--- config.mk ---
export PLATFORM = sky130hd
export DESIGN_NAME = mux_arb_n_flat
export DESIGN_NICKNAME = d
export VERILOG_FILES = /design/src/rtl/mux_arb_n_if.sv /design/src/rtl/mux_arb_n.sv /design/src/flat_wrapper.sv
export SDC_FILE = /design/constraint.sdc
export NUM_CORES = 1
export LEC_CHECK = 0
export CAP_MARGIN = 10
export CORE_MARGIN = 2
export CORE_UTILIZATION = 35
export CTS_CLUSTER_SIZE = 14
export DETAILED_ROUTE_END_ITERATION = 7
export GPL_ROUTABILITY_DRIVEN = 0
export HOLD_SLACK_MARGIN = 0.08
export PLACE_DENSITY = 0.82
export SYNTH_ARGS = -nofsm -noshare
export SYNTH_HDL_FRONTEND = slang
export SYNTH_SLANG_ARGS = --single-unit
--- constraint.sdc ---
create_clock -name clk -period 4.8 [get_ports clk]
set_input_delay 0.96 -clock clk [delete_from_list [all_inputs] [get_ports clk]]
set_output_delay 0.96 -clock clk [all_outputs]
set_load 0.05 [all_outputs]
--- src/rtl/mux_arb_n_if.sv ---
// Handshake bundle for mux_arb_n: N input channels into one registered output.
// The slave modport is the arbiter side; the master modport is the traffic source/sink.
interface mux_arb_n_if #(
    parameter int WIDTH = 4,
    parameter int N     = 4
);
    localparam int SEL_W = $clog2(N);

    logic [N*WIDTH-1:0] in_data;
    logic [N-1:0]       in_valid;
    logic [N-1:0]       in_ready;
    logic [SEL_W-1:0]   sel;
    logic               mode;
    logic [WIDTH-1:0]   out_data;
    logic [SEL_W-1:0]   out_src;
    logic               out_valid;
    logic               out_ready;

    modport slave (
        input  in_data, in_valid, sel, mode, out_ready,
        output in_ready, out_data, out_src, out_valid
    );

    modport master (
        output in_data, in_valid, sel, mode, out_ready,
        input  in_ready, out_data, out_src, out_valid
    );
endinterface

--- src/rtl/mux_arb_n.sv ---
// N-channel mux/arbiter with a single registered output stage.
// Fixed-select by default; define MUX_ARB_RR_EN to add round-robin mode and its pointer.
module mux_arb_n #(
    parameter int WIDTH = 4,
    parameter int N     = 4
) (
    input  logic      clk,
    input  logic      rst,
    mux_arb_n_if.slave bus
);
    localparam int SEL_W = $clog2(N);

    logic [WIDTH-1:0] out_data_q, out_data_d;
    logic [SEL_W-1:0] out_src_q, out_src_d;
    logic             out_valid_q, out_valid_d;
    logic [SEL_W-1:0] gnt;
    logic             gnt_vld;
    logic             load_en;
    logic             xfer;

`ifdef MUX_ARB_RR_EN
    logic [SEL_W-1:0] ptr_q, ptr_d;
    int               rr_idx;
`else
    logic             unused_mode;
    assign unused_mode = bus.mode;
`endif

    // Grant selection; fixed mode grants sel whether or not that channel is valid.
    always_comb begin
        gnt     = '0;
        gnt_vld = 1'b0;
`ifdef MUX_ARB_RR_EN
        rr_idx  = 0;
        if (bus.mode) begin
            // Scan farthest-first so the channel nearest ptr overwrites last and wins.
            for (int i = N - 1; i >= 0; i--) begin
                rr_idx = int'(ptr_q) + i;
                if (rr_idx >= N) rr_idx = rr_idx - N;
                if (bus.in_valid[SEL_W'(rr_idx)]) begin
                    gnt     = SEL_W'(rr_idx);
                    gnt_vld = 1'b1;
                end
            end
        end else
`endif
        begin
            for (int k = 0; k < N; k++) begin
                if (bus.sel == SEL_W'(k)) begin
                    gnt     = SEL_W'(k);
                    gnt_vld = 1'b1;
                end
            end
        end
    end

    assign load_en = !out_valid_q || bus.out_ready;
    assign xfer    = !rst && gnt_vld && load_en && bus.in_valid[gnt];

    always_comb begin
        bus.in_ready = '0;
        for (int k = 0; k < N; k++) begin
            bus.in_ready[k] = !rst && gnt_vld && load_en && (gnt == SEL_W'(k));
        end
    end

    always_comb begin
        out_valid_d = xfer || (out_valid_q && !bus.out_ready);
        out_data_d  = out_data_q;
        out_src_d   = out_src_q;
        if (xfer) begin
            out_data_d = bus.in_data[int'(gnt)*WIDTH +: WIDTH];
            out_src_d  = gnt;
        end
    end

`ifdef MUX_ARB_RR_EN
    always_comb begin
        ptr_d = ptr_q;
        if (xfer && bus.mode) begin
            ptr_d = (int'(gnt) == N - 1) ? '0 : gnt + 1'b1;
        end
    end
`endif

    always_ff @(posedge clk) begin
        if (rst) begin
            out_data_q  <= '0;
            out_src_q   <= '0;
            out_valid_q <= 1'b0;
`ifdef MUX_ARB_RR_EN
            ptr_q       <= '0;
`endif
        end else begin
            out_data_q  <= out_data_d;
            out_src_q   <= out_src_d;
            out_valid_q <= out_valid_d;
`ifdef MUX_ARB_RR_EN
            ptr_q       <= ptr_d;
`endif
        end
    end

    assign bus.out_data  = out_data_q;
    assign bus.out_src   = out_src_q;
    assign bus.out_valid = out_valid_q;
endmodule

--- src/flat_wrapper.sv ---
// flat-port wrapper written by rule: the top's interface ports become plain ports
module mux_arb_n_flat 
#(
    parameter int WIDTH = 4,
    parameter int N     = 4
)
  (clk, rst, bus_in_data, bus_in_valid, bus_sel, bus_mode, bus_out_ready, bus_in_ready, bus_out_data, bus_out_src, bus_out_valid);
  mux_arb_n_if #(.WIDTH(WIDTH), .N(N)) bus_i ();
  input  logic clk;
  input  logic rst;
  input wire logic [$bits(bus_i.in_data)-1:0] bus_in_data;
  input wire logic [$bits(bus_i.in_valid)-1:0] bus_in_valid;
  input wire logic [$bits(bus_i.sel)-1:0] bus_sel;
  input wire logic [$bits(bus_i.mode)-1:0] bus_mode;
  input wire logic [$bits(bus_i.out_ready)-1:0] bus_out_ready;
  output wire logic [$bits(bus_i.in_ready)-1:0] bus_in_ready;
  output wire logic [$bits(bus_i.out_data)-1:0] bus_out_data;
  output wire logic [$bits(bus_i.out_src)-1:0] bus_out_src;
  output wire logic [$bits(bus_i.out_valid)-1:0] bus_out_valid;
  assign bus_i.in_data = bus_in_data;
  assign bus_i.in_valid = bus_in_valid;
  assign bus_i.sel = bus_sel;
  assign bus_i.mode = bus_mode;
  assign bus_i.out_ready = bus_out_ready;
  assign bus_in_ready = bus_i.in_ready;
  assign bus_out_data = bus_i.out_data;
  assign bus_out_src = bus_i.out_src;
  assign bus_out_valid = bus_i.out_valid;
  mux_arb_n #(.WIDTH(WIDTH), .N(N)) u_core (.clk(clk), .rst(rst), .bus(bus_i));
endmodule
==> impl_metrics.ini <==
[run_status]
status = complete, no violations

[worst_setup_path]
crit_fanout = 11
cp-start-kind = input pin
r2r_end = u_core.bus.out_src[0]
crit_path_end_kind = output port
path_class = in2out
rr_worst_depth = 3
r2r_slack_ps = 3590
regToRegStartpoint = u_core.bus.out_valid
crit_arrival_ps = 2860
required_ps = 3840

[sta]
rsz0062_at_grt = false
period_share = 0.7967
hold_violations = 0
tightest_slew_ps = 493.9
timing.final.crit_period_ps = 3824
setup_viol = 0
fmax_mhz = 261.5
maxSlewViolCount = 0
finClkSkew_ps = 2.244
fin_setup_tns_ps = 0
maxSlewHeadroom = 0.6697

[floorplanning]
core_area_um2 = 1334
dieWidth_um = 42.19
rows = 13
initial_core_util = 0.3827
fp.dieH_um = 42.19
die_area_um2 = 1780
ios = 37

[yosys]
yosys.area_share.adder = 0
synthMuxAreaShare = 0.2941
ys_top_cells_by_area = dfxtp_1, mux4_1, a21oi_2, a31o_1, nand4_1
synth_top_cell_area_share = 0.2745
synth_most_common_cell = dfxtp_1
synth-edff-count = 0
yosysUniqueCellTypes = 19
synthXorXnorAreaFrac = 0
ys.flop_type = dfxtp_1
synth_area_per_cell_um2 = 10.86
yosys.area.top_type = dfxtp_1
yosys.area_share.simple = 0.1887
synth-compound-area-share = 0.1373
syn_nets = 73
synth_top_family_by_area = multiplexers
yosysSeqAreaShare = 0.2745
synthCells = 47
ys_ff_latch = 7
ys_warn_count = 0
netlist_area_um2 = 510.5
synthArstFlopShare = 0

[finish]
fillers = 121
final_nets = 109
area_growth_pct = 72.06
antenna_cells = 0
postLayoutCoreUtil = 0.6585
drive_gt1_frac = 0.1463

[job]
cap_violations = 0

[clock_network]
numCtsBuffers = 3
cts_setup_buffers = 0
clock_insertion_delay_worst_skew_ps = 250
cts.sinks = 7
ctsHtreeMaxLevel = 1
cts_tree = done
hold_buffers = 0
cts_resized = 0
clkTransAtPathRegs_ps = 50
cts_buffer_depth = 2
root_buffer = clkbuf_4

[routing]
drt_wl_total_um = 1143
vias_per_cell = 5.423
vias = 526
drc = 0
drtIter0Drc = 7
drt_first_pass_iters = 2
wire_per_inst_um = 11.78
postRouteAntennaNets = 0

[global_routing]
grt_pass1_vias = 497
gr-total-overflow = 0
grtUsageMet3 = 0.05603
antenna_found_initial = 0
gr-usage-met2 = 0.2185
grt_max_degree = 12
grt_usage = 0.1493
grtUsageMet1 = 0.1905
grt_first_pass_wirelength_um = 2021
busiest_layer = met2

[placed_design]
dp_hpwl_um = 899.3
port_buffers = 35

[power]
vdd_ir_drop_max_mv = 0.09180
powerDensity_nw_per_um2 = 227.2
p_leak_nw = 0.3131

[worst_hold_path]
hold-path-cell-count = 3
min_path_type = reg2reg
holdPathEnd = u_core.bus.out_data[0]
hp-start = u_core.bus.out_data[0]
-- area by class of cell --
class | instances | area, um2 | share of cell area
sequential | 7 | 140.1 | 0.1595
inverter | 5 | 18.77 | 0.02137
multi-input combinational | 30 | 316.6 | 0.3604
timing repair buffer | 36 | 357.8 | 0.4074
tap | 15 | 18.77 | 0.02137
clock buffer | 4 | 26.28 | 0.02991
-- cell families after synthesis --
logic type             count (synthesis)
flip-flops                             7
AO/OA/AOI/OAI                          8
buffers and inverters                 10
multiplexers                           7
AND/OR/NAND/NOR                       15
-- flip-flops by register name, indices dropped and copies added (netlist names) --
register / count
u_core.bus.out_src: 2
u_core.bus.out_valid: 1
u_core.bus.out_data: 4
-- critical path, stage by stage --
cell and delay, ps:
clkdlybuf4s50_1 460, buf_4 190, clkinv_1 250, and4_2 320, clkdlybuf4s50_1 700
-- through the flow --
step            power, W  cells  setup WS [ps]  hold slack [ps]  instance area [um2]
6_report       0.0001995     97          976.0            549.7                878.3
5_1_grt        0.0002114     97          879.1            587.2                878.3
4_1_cts        0.0002022     97          959.7            554.5                878.3
3_5_place_dp   0.0001472     93          956.7            546.0                852.1
3_3_place_gp   0.0001461     93          997.4            533.1                852.1
2_1_floorplan  0.0001158     47          982.9            764.5                510.5
-- worst max path at each step --
| stage | startpoint | endpoint | slack [ps] |
|---|---|---|---|
| after floorplan | rst | bus_in_ready[1] | 980 |
| after global placement | rst | bus_in_ready[3] | 1000 |
| after detailed placement | bus_sel[1] | bus_in_ready[1] | 960 |
| after CTS | bus_sel[1] | bus_in_ready[1] | 960 |
| after global routing | bus_sel[1] | bus_in_ready[2] | 880 |
| final | rst | bus_in_ready[3] | 980 |
-- metal layers --
layer	wire [um]	share of wire	up-vias
li1	-	-	253
met1	486	0.43	242
met2	543	0.48	31
met3	114	0.10	0
met4	0	0	0
met5	0	0	-
-- cell usage in the layout, fill, tap and decap left out, drive strengths merged --
master,n
mux4,5
a31o,4
buf,1
mux2,2
nand2b,1
nor4b,2
a21oi,4
nand4,4
clkinv,1
clkbuf,4
nor4,1
dfxtp,7
nor2b,3
nand3,1
nor2,2
inv,4
clkdlybuf4s50,35
and4,1
-- power breakdown --
part / total, W / internal (W) / leakage (nW) / switching, W
clock network: 0.0000539 / 0.0000318 / 0.0150 / 0.0000222
registers: 0.0000649 / 0.0000628 / 0.0576 / 0.00000206
logic: 0.0000807 / 0.0000407 / 0.241 / 0.0000400
No activity file was read; power rests on OpenSTA's default activity.
